### src/rtl/phase_timer.sv
// Pausable tick prescaler plus a loadable phase timer that pulses done when a phase expires.
// Optional near-expiry flag `warn` is built only when PHASE_TIMER_WARN_EN is defined; otherwise it is tied low.
module phase_timer #(
  parameter int CLK_DIV  = 5,
  parameter int DIV_W    = 26,
  parameter int CNT_W    = 8,
  parameter int WARN_CNT = 3
) (
  input  logic             clk,
  input  logic             rst,
  input  logic             start,
  input  logic [CNT_W-1:0] duration,
  input  logic             pause,
  output logic             tick_o,
  output logic             busy,
  output logic             done,
  output logic [CNT_W-1:0] remaining,
  output logic             warn
);

  typedef enum logic [1:0] {IDLE, RUN, DONE} state_t;

  localparam logic [DIV_W-1:0] PRESC_RELOAD = DIV_W'(CLK_DIV - 1);

  state_t           state_reg, state_next;
  logic [DIV_W-1:0] presc_reg, presc_next;
  logic             tick_reg, tick_next;
  logic [CNT_W-1:0] remaining_reg, remaining_next;
  logic             busy_reg, busy_next;
  logic             done_reg, done_next;
  logic             tick_edge;
  logic             load_phase;

  // tick_edge is the edge on which tick_o rises and a running phase loses one tick
  assign tick_edge  = !pause && (presc_reg == '0);
  assign load_phase = start && (duration != '0);

  always_ff @(posedge clk) begin
    if (rst) begin
      state_reg     <= IDLE;
      presc_reg     <= PRESC_RELOAD;
      tick_reg      <= 1'b0;
      remaining_reg <= '0;
      busy_reg      <= 1'b0;
      done_reg      <= 1'b0;
    end else begin
      state_reg     <= state_next;
      presc_reg     <= presc_next;
      tick_reg      <= tick_next;
      remaining_reg <= remaining_next;
      busy_reg      <= busy_next;
      done_reg      <= done_next;
    end
  end

  always_comb begin
    state_next = state_reg;
    case (state_reg)
      IDLE, DONE: begin
        if (start)
          state_next = (duration != '0) ? RUN : DONE;
        else
          state_next = IDLE;
      end
      RUN: begin
        if (start)
          state_next = (duration != '0) ? RUN : DONE;
        else if (tick_edge && remaining_reg == CNT_W'(1))
          state_next = DONE;
      end
      default: state_next = IDLE;
    endcase
  end

  // Outputs are registered: compute the values they take after this edge.
  always_comb begin
    presc_next     = presc_reg;
    tick_next      = tick_edge;
    remaining_next = '0;
    busy_next      = 1'b0;
    done_next      = 1'b0;

    // A new phase realigns the prescaler so its first tick is a full period away
    if (load_phase)
      presc_next = PRESC_RELOAD;
    else if (pause)
      presc_next = presc_reg;
    else if (presc_reg == '0)
      presc_next = PRESC_RELOAD;
    else
      presc_next = presc_reg - DIV_W'(1);

    case (state_next)
      RUN: begin
        busy_next = 1'b1;
        if (load_phase)
          remaining_next = duration;
        else if (tick_edge)
          remaining_next = remaining_reg - CNT_W'(1);
        else
          remaining_next = remaining_reg;
      end
      DONE:    done_next = 1'b1;
      default: ;
    endcase
  end

  assign tick_o    = tick_reg;
  assign busy      = busy_reg;
  assign done      = done_reg;
  assign remaining = remaining_reg;

`ifdef PHASE_TIMER_WARN_EN
  logic warn_reg, warn_next;

  always_comb begin
    warn_next = (state_next == RUN) && (remaining_next != '0) &&
                (remaining_next <= CNT_W'(WARN_CNT));
  end

  always_ff @(posedge clk) begin
    if (rst)
      warn_reg <= 1'b0;
    else
      warn_reg <= warn_next;
  end

  assign warn = warn_reg;
`else
  assign warn = 1'b0;
`endif

endmodule

### config.mk
export PLATFORM = sky130hd
export DESIGN_NAME = phase_timer
export DESIGN_NICKNAME = d
export VERILOG_FILES = /design/src/rtl/phase_timer.sv
export SDC_FILE = /design/constraint.sdc
export NUM_CORES = 1
export LEC_CHECK = 0
export BUFFER_PORTS_ARGS = -buffer_cell sky130_fd_sc_hd__buf_2
export CAP_MARGIN = 10
export CORE_ASPECT_RATIO = 1.2
export CORE_MARGIN = 5
export CORE_UTILIZATION = 41
export DETAILED_ROUTE_END_ITERATION = 8
export PLACE_DENSITY = 0.6
export REMOVE_ABC_BUFFERS = 1
export SYNTH_ARGS = -nofsm -noshare
export SYNTH_HDL_FRONTEND = slang
export SYNTH_SLANG_ARGS = --single-unit
### constraint.sdc
create_clock -name clk -period 3 [get_ports clk]
set_clock_uncertainty 0.1 [all_clocks]
set_input_delay 0.15 -clock clk [delete_from_list [all_inputs] [get_ports clk]]
set_output_delay 0.15 -clock clk [all_outputs]
set_load 0.005 [all_outputs]
**Yosys cells after proc, flatten, opt, wreduce, memory -nomap -nowiden**

Index checks and enable logic that the tools add are counted.

- Memories kept: 0
- Bits in writable memories: 0
- Output and inout port bits: 12
- Bits in latches: 0
- Bits in read-only memories: 0
- Input port bits: 12
- Logic and storage cells: 35
- Flip-flop bits (word level): 39

- Reduce and logical (&&, ||, !) cells: 11
- Equality and inequality tests: 5
- Divide/modulo/power cells: 0
- Multiplexer cells: 10
- Order comparisons: 0
- $mul: 0
- Bitwise operators: 1
- Shift-type cells: 0
- $add $sub $neg: 2

Operators by type and width:

| cell | number |
|---|---|
| $logic_not 26->1 | 1 |
| $mux 26 | 1 |
| $sub 26x1->26 const B | 1 |
| $mux 8 | 2 |
| $eq 8x1->1 const B | 1 |
| $mux 2 | 4 |
| $reduce_bool 8->1 | 1 |
| $sub 8x1->8 const B | 1 |
| $reduce_or 2->1 | 3 |
| $eq 2x1->1 const B | 2 |
| $eq 2x2->1 const B | 2 |
| $pmux 2 s2 | 1 |
| $logic_and 1x1->1 | 3 |
| $logic_not 2->1 | 1 |
| $mux 1 | 2 |
| $reduce_bool 2->1 | 1 |
| $logic_not 1->1 | 1 |
| $not 1->1 | 1 |

**Longest topological paths before layout**

Gate-level depths: netlist of the first run.

- Depth in word-level cells: 9
- Gate-level depth with buffers: 9
- Gate-level depth less buffers: 7

**Least setup slack after synthesis of the first run**

OpenSTA, ideal clock, no wires.

- Kind: reg2reg
- Start: reg presc_reg[15]
- End: reg remaining_reg[7], in the netlist remaining[7]
- Setup time: 0.126 ns
- Required time: 2.774 ns
- Buffers on the path: 1
- Data arrival time: 1.651 ns
- Path slack: 1.123 ns
- Stages on the path, launching flop included: 7
- Period minus slack after synthesis: 1.877 ns
- Cell sequence: dfxtp_1 > or4_4 > nor4b_1 > and4_1 > a21o_1 > buf_6 > a211oi_1

- Longest elaborated chain between the ends: 9
- Elaborated cells on any way between the ends: 10
- Classes of those cells: 1 x eq/ne; 3 x mux; 1 x bitwise; 5 x reduce/logical

Ends and longest elaborated chain:

| what | line | source |
|---|---|---|
| from (decl) | 26 | `logic [DIV_W-1:0] presc_reg, presc_next;` |
| from (signal assigned) | 48 | `presc_reg <= presc_next;` |
| $logic_not 26->1 * | 35 | `assign tick_edge = !pause && (presc_reg == '0);` |
| $logic_and 1x1->1 * | 35 |  |
| $logic_and 1x1->1 | 68 | `else if (tick_edge && remaining_reg == CNT_W'(1))` |
| $mux 2 | 68 |  |
| $mux 2 | 66 | `if (start)` |
| $pmux 2 s2 | 58 | `case (state_reg)` |
| $eq 2x1->1 | 93 | `case (state_next)` |
| $not 1->1 (no line) | - |  |
| $reduce_or 2->1 (no line) | - |  |
| to (signal assigned) | 50 | `remaining_reg <= remaining_next;` |
| to (decl) | 28 | `logic [CNT_W-1:0] remaining_reg, remaining_next;` |

Mark *: on every way between the ends. The rest lies on a longest branch, timed or not.
A chain may end at the register's enable or synchronous reset.

**Worst setup path after layout of the first run**

- Start: reg presc_reg[15]
- End: reg presc_reg[7]

- Longest elaborated chain between the ends: 2

Ends and longest elaborated chain:

| what | line | source |
|---|---|---|
| $logic_not 26->1 | 88 | `else if (presc_reg == '0)` |
| $mux 26 | 88 |  |

No other way between the ends.

==> impl_metrics.yaml, run 1 <==
status:
  status: "finished clean"
synth:
  ys_seq_area_share_pct: 39.82
  syn-cell-area_um2: 1961
  async_flop_share_pct: 0
  ys_seq_elements: 39
  synthTopCellsByArea: "dfxtp_1 40%, xor2_1 9.8%, nor2_1 8.6%"
  synth_common_cells: "45 x nor2_1, 39 x dfxtp_1, 22 x xor2_1"
  yosysTopAreaCellShare_pct: 39.82
  synth_compound_area_share_pct: 6.318
  yosys.area_share.simple_pct: 32.23
  synth-edff-count: 0
  dominantRegCellSynth: "dfxtp_1"
  synth_top_family_by_area: "simple AND/OR/NAND/NOR gates"
  netlist_instances: 222
  synth_top_area_cell: "dfxtp_1"
  yosysMostFrequentCell: "nor2_1"
  ys_types: 46
  avgSynthCellArea_um2: 8.832
  synthAdderAreaFrac_pct: 2.553
  synth_mux_area_share_pct: 0.7658
  yosysWarnings: 0
  synth_xor_area_share_pct: 13.40
clocking:
  clk_path_buf_depth: 2
  cts-htree-levels: 2
  cts_tree: "yes"
  clkSinkCount: 39
  root_buffer: "clkbuf_8"
  cts_buffers: 5
  cts_resized: 0
  path_clk_slew_ns: 0.08
  clk_latency_ns: 0.29
timing:
  fin_ws_ns: 0.6712
  tightest_slew_ns: 0.5974
  relSlewSlack_pct: 59.87
  timing.fmax_mhz: 429.4
  hold_viol_final: 0
  fin_crit_sh_pct: 77.63
  final.setup.tns_ns: 0
  setup_violations: 0
  maxSlewViolCount: 0
  min_period_ns: 2.329
  grt_setup_unrepaired: "false"
setup_path:
  worstPathCellList: "or4_4 -> nor3_4 -> nand3_1 -> nand3b_2 -> nor2_1"
  r2r_cells: 5
  critPathTopFamily: "simple AND/OR/NAND/NOR gates"
  start_kind: "register"
  endpoint_kind: "register"
  r2r_start: "presc_reg[15]"
  crit_fanout: 26
  path_depth: 5
  crit_start: "presc_reg[15]"
  crit_arrival_ns: 2.39
  critical_path_required_ns: 3.06
  cpMaxStageDelayCell: "or4_4"
  max_stage_delay_ns: 0.58
  crit_type: "reg2reg"
  cp_num_buf_inv: 0
placement:
  dp_hpwl_mm: 2.948
  dp_cells: 292
  pre_cts_slack_ns: 0.6501
  port_buffers: 22
  gp_congestion: 0.7682
cells_and_area:
  largest_reg_flops: 26
  diodes: 0
  fillers: 465
  fin_nets: 258
  syn2layout_area_growth_pct: 13.40
  instances_no_fill: 301
  layout-drive-gt1-share_pct: 17.70
route:
  routedWlPerCell_um: 13.44
  route.detailed.drc: 0
  drt_pre_antenna_iters: 4
  antenna_left: 0
  vias: 1562
  detail_route.iter0.violations: 87
  via_per_inst: 5.189
  wirelength_mm: 4.044
floorplan:
  placementRows: 27
  die_h_um: 85.75
  initial_core_util_pct: 42.36
  core-area_um2: 4628
  die_area_um2: 6270
  fp.dieW_um: 73.13
  ios: 24
power_and_ir_drop:
  power_density_nw_per_um2: 538.4
  p_leak_nw: 0.8710
  combPwrFrac_pct: 11.2
  clockPowerShare_pct: 43.0
  swShare_pct: 23.07
  p_seq_share_pct: 45.8
  intPower_w: 0.0009209
  ir_drop_uv: 272.8
  netSwitchingPower_w: 0.0002762
grt:
  grt_max_degree: 27
  antenna_found_initial: 0
  grt_first_pass_wirelength_mm: 6.824
  grt_util_all_layers_pct: 13.87
  overflow: 0
  grt_pass1_vias: 1456
min_path:
  holdPathStages: 3
  min_from: "duration[2]"
  min_path_type: "in2reg"
flow_run:
  cap_violations: 0
## layout make-up
class	count	area (um^2)	share of cell area [%]
repair buffers	24	127.6	5.740
clock inverters	2	60.06	2.701
well taps	58	72.57	3.264
inverters	6	22.52	1.013
flip-flops and latches	39	780.7	35.12
clock buffers	6	72.57	3.264
multi-input cells	166	1087	48.90
## power groups by stage
| stage | registers [W] | logic [W] | clock network [W] |
|---|---|---|---|
| 2_1_floorplan | 0.000557 | 0.0000933 | 0 |
| 3_3_place_gp | 0.000560 | 0.000133 | 0 |
| 3_5_place_dp | 0.000560 | 0.000134 | 0 |
| 4_1_cts | 0.000548 | 0.000136 | 0.000529 |
| 5_1_grt | 0.000550 | 0.000151 | 0.000551 |
| 6_report | 0.000548 | 0.000135 | 0.000515 |
## cell usage in the layout, fill, tap and decap left out, types with 2 or more instances in the layout
master and n:
a21oi_1 2, inv_1 6, and4_1 2, nand2b_1 4
xnor2_1 8, a211oi_1 5, and3_1 2, nand3_2 2
nor3_1 8, dfxtp_1 39, clkbuf_8 5, nand4_1 9
nor4_1 6, or4_1 5, bufinv_16 2, nand3_1 6
nor2_1 45, ha_1 4, buf_2 22, nand2_1 9
nand3b_1 4, xor2_1 22
## per-layer routing
layer  vias to the layer above  track usage, %  part of all wire (%)
li1                        806               -                     -
met1                       724           15.93                    44
met2                        27           24.25                    50
met3                         5           3.634                   4.9
met4                         0           5.034                   1.2
met5                         -               0                     0
## path summary, 6_finish.rpt
kind	endpoint	slack, ns
worst max-delay path	presc_reg[7]	0.67
worst min-delay path	remaining[2]	0.02
worst max register to register	presc_reg[7]	0.67
worst min register to register	presc_reg[24]	0.42
## what timing repair did
action	CTS	global route
buffers inserted	0	0
hold endpoints to repair	3	0
hold buffers	1	0
## stage by stage
stage,power (W),util [%],hold slack [ns],cell area (um^2)
2_1_floorplan,0.0006506,-,0.1224,1891
3_3_place_gp,0.0006932,44.96,0.2913,2081
3_5_place_dp,0.0006938,44.96,0.2897,2081
4_1_cts,0.001213,48.04,0.004399,2223
5_1_grt,0.001252,48.04,0.009059,2223
6_report,0.001197,48.04,0.01750,2223
## worst reg2reg max path: stages (launching register included)
cell	delay, ns
dfxtp_1	0.34
or4_4	0.58
nor3_4	0.39
nand3_1	0.21
nand3b_2	0.47
nor2_1	0.11
## cells by family after synthesis
family / count (synthesis)
flops: 39
xor+xnor: 30
fa+ha+maj: 4
simple gates: 114
mux: 1
other cells: 1
compound gates: 16
buf+inv: 17
Note: power is estimated with default switching activity, not from simulation.
==> run 2, diff against run 1 <==
Clock period 3 ns to 2.3 ns, I/O delays scaled along.
==> impl_metrics.yaml, run 2 (synthesis results as in run 1) <==
cells_and_area:
  fillers: 464
  multi_input_area_um2: 1087
  syn2layout_area_growth_pct: 15.00
  final_cell_mix: "45 x nor2_1, 39 x dfxtp_1, 22 x xor2_1, 22 x buf_2"
  final_common_cell: "nor2_1"
  instances_no_fill: 310
  seq_area_um2: 780.7
  fin_nets: 267
  largest_reg_flops: 26
  layout-drive-gt1-share_pct: 19.84
  final_util_pct: 48.72
  diodes: 0
clocking:
  cts_buffers: 5
  path_clk_slew_ns: 0.08
  clk_latency_ns: 0.29
  cts_tree: "yes"
  clkSinkCount: 39
  cts_resized: 0
  root_buffer: "clkbuf_8"
  cts-htree-levels: 2
  clk_path_buf_depth: 2
route:
  routedWlPerCell_um: 12.89
  drt_pre_antenna_iters: 4
  antenna_left: 0
  vias: 1554
  wirelength_mm: 3.997
  detail_route.iter0.violations: 80
  via_per_inst: 5.013
  route.detailed.drc: 0
setup_path:
  critical_path_required_ns: 2.36
  crit_type: "reg2reg"
  crit_arrival_ns: 2.16
  crit_fanout: 10
  start_kind: "register"
  endpoint_kind: "register"
timing:
  hold_viol_final: 0
  timing.fmax_mhz: 475.9
  setup_violations: 0
  grt_setup_unrepaired: "false"
  relSlewSlack_pct: 61.05
  fin_crit_sh_pct: 91.36
  final.setup.tns_ns: 0
  fin_ws_ns: 0.1988
  min_period_ns: 2.101
  maxSlewViolCount: 0
  tightest_slew_ns: 0.5789
floorplan:
  placementRows: 27
  initial_core_util_pct: 42.36
  die_h_um: 85.75
  die_area_um2: 6270
  ios: 24
  core-area_um2: 4628
  fp.dieW_um: 73.13
placement:
  pre_cts_slack_ns: 0.2209
  gp_congestion: 0.7142
  dp_hpwl_mm: 3.003
  port_buffers: 22
  dp_cells: 300
power_and_ir_drop:
  power_density_nw_per_um2: 598.5
  p_leak_nw: 0.8975
  ir_drop_uv: 280.8
  p_total_w: 0.001349
grt:
  grt_first_pass_wirelength_mm: 6.686
  antenna_found_initial: 0
  grt_pass1_vias: 1438
  grt_util_all_layers_pct: 13.55
  overflow: 0
  grt_max_degree: 27
flow_run:
  cap_violations: 0
min_path:
  min_path_type: "in2reg"
status:
  status: "finished clean"
## run 2: cell count changes in the layout (fill, tap and decap cells not counted), sizes merged
cell         previous run  this run
bufinv                  2         0
clkbuf                  6         7
clkinv                  0         1
buf                    23        31
dlygate4sd3             1         2
## run 2: per-layer routing
metal / share of wire (%) / vias to the layer above / GRT usage (%)
met2: 49 / 28 / 22.21
met5: 0 / - / 0
met1: 46 / 702 / 16.75
met4: 0.58 / 0 / 5.034
li1: - / 822 / -
met3: 4.5 / 2 / 3.634
## run 2: final cells by class
type                            instances  area share (%)
Clock buffer                            7           3.385
Multi-Input combinational cell        166           48.22
Tap cell                               58           3.219
Clock inverter                          1          0.2220
Inverter                                6          0.9989
Sequential cell                        39           34.63
Timing Repair Buffer                   33           9.323
## run 2: path summary, 6_finish.rpt
check                start       endpoint  slack (ns)  cells after the start
min reg2reg  presc_reg[22]  presc_reg[22]        0.42                      2
max          presc_reg[15]   remaining[4]        0.20                      5
max reg2reg  presc_reg[15]   remaining[4]        0.20                      5
min            duration[7]   remaining[7]        0.01                      3
## run 2: what timing repair did
action | 4_1_cts | 5_1_grt
buffers inserted | 0 | 0
hold buffers | 2 | 0
endpoints found under the hold margin | 4 | 0
## run 2: power by group
part | total [W] | switching, W | internal (W) | leakage, nW
sequential | 0.000714 | 0.0000195 | 0.000694 | 0.317
clock | 0.000445 | 0.000232 | 0.000213 | 0.0422
combinational | 0.000190 | 0.000105 | 0.0000856 | 0.539
total | 0.00135 | 0.000357 | 0.000993 | 0.898
## run 2: metrics by stage
step	hold WS, ns	instance area [um^2]
floorplan	0.08738	1891
global placement	0.2434	2153
detailed placement	0.2442	2153
CTS	0.002397	2255
global route	0.02125	2255
finish	0.01417	2255
## run 2: worst max-delay path, cell delays in order, from the launching register on
cell and delay [ns]:
dfxtp_1 0.34, or4_4 0.58, nor4b_1 0.30, and4_1 0.25
a21o_1 0.33, a211oi_1 0.08
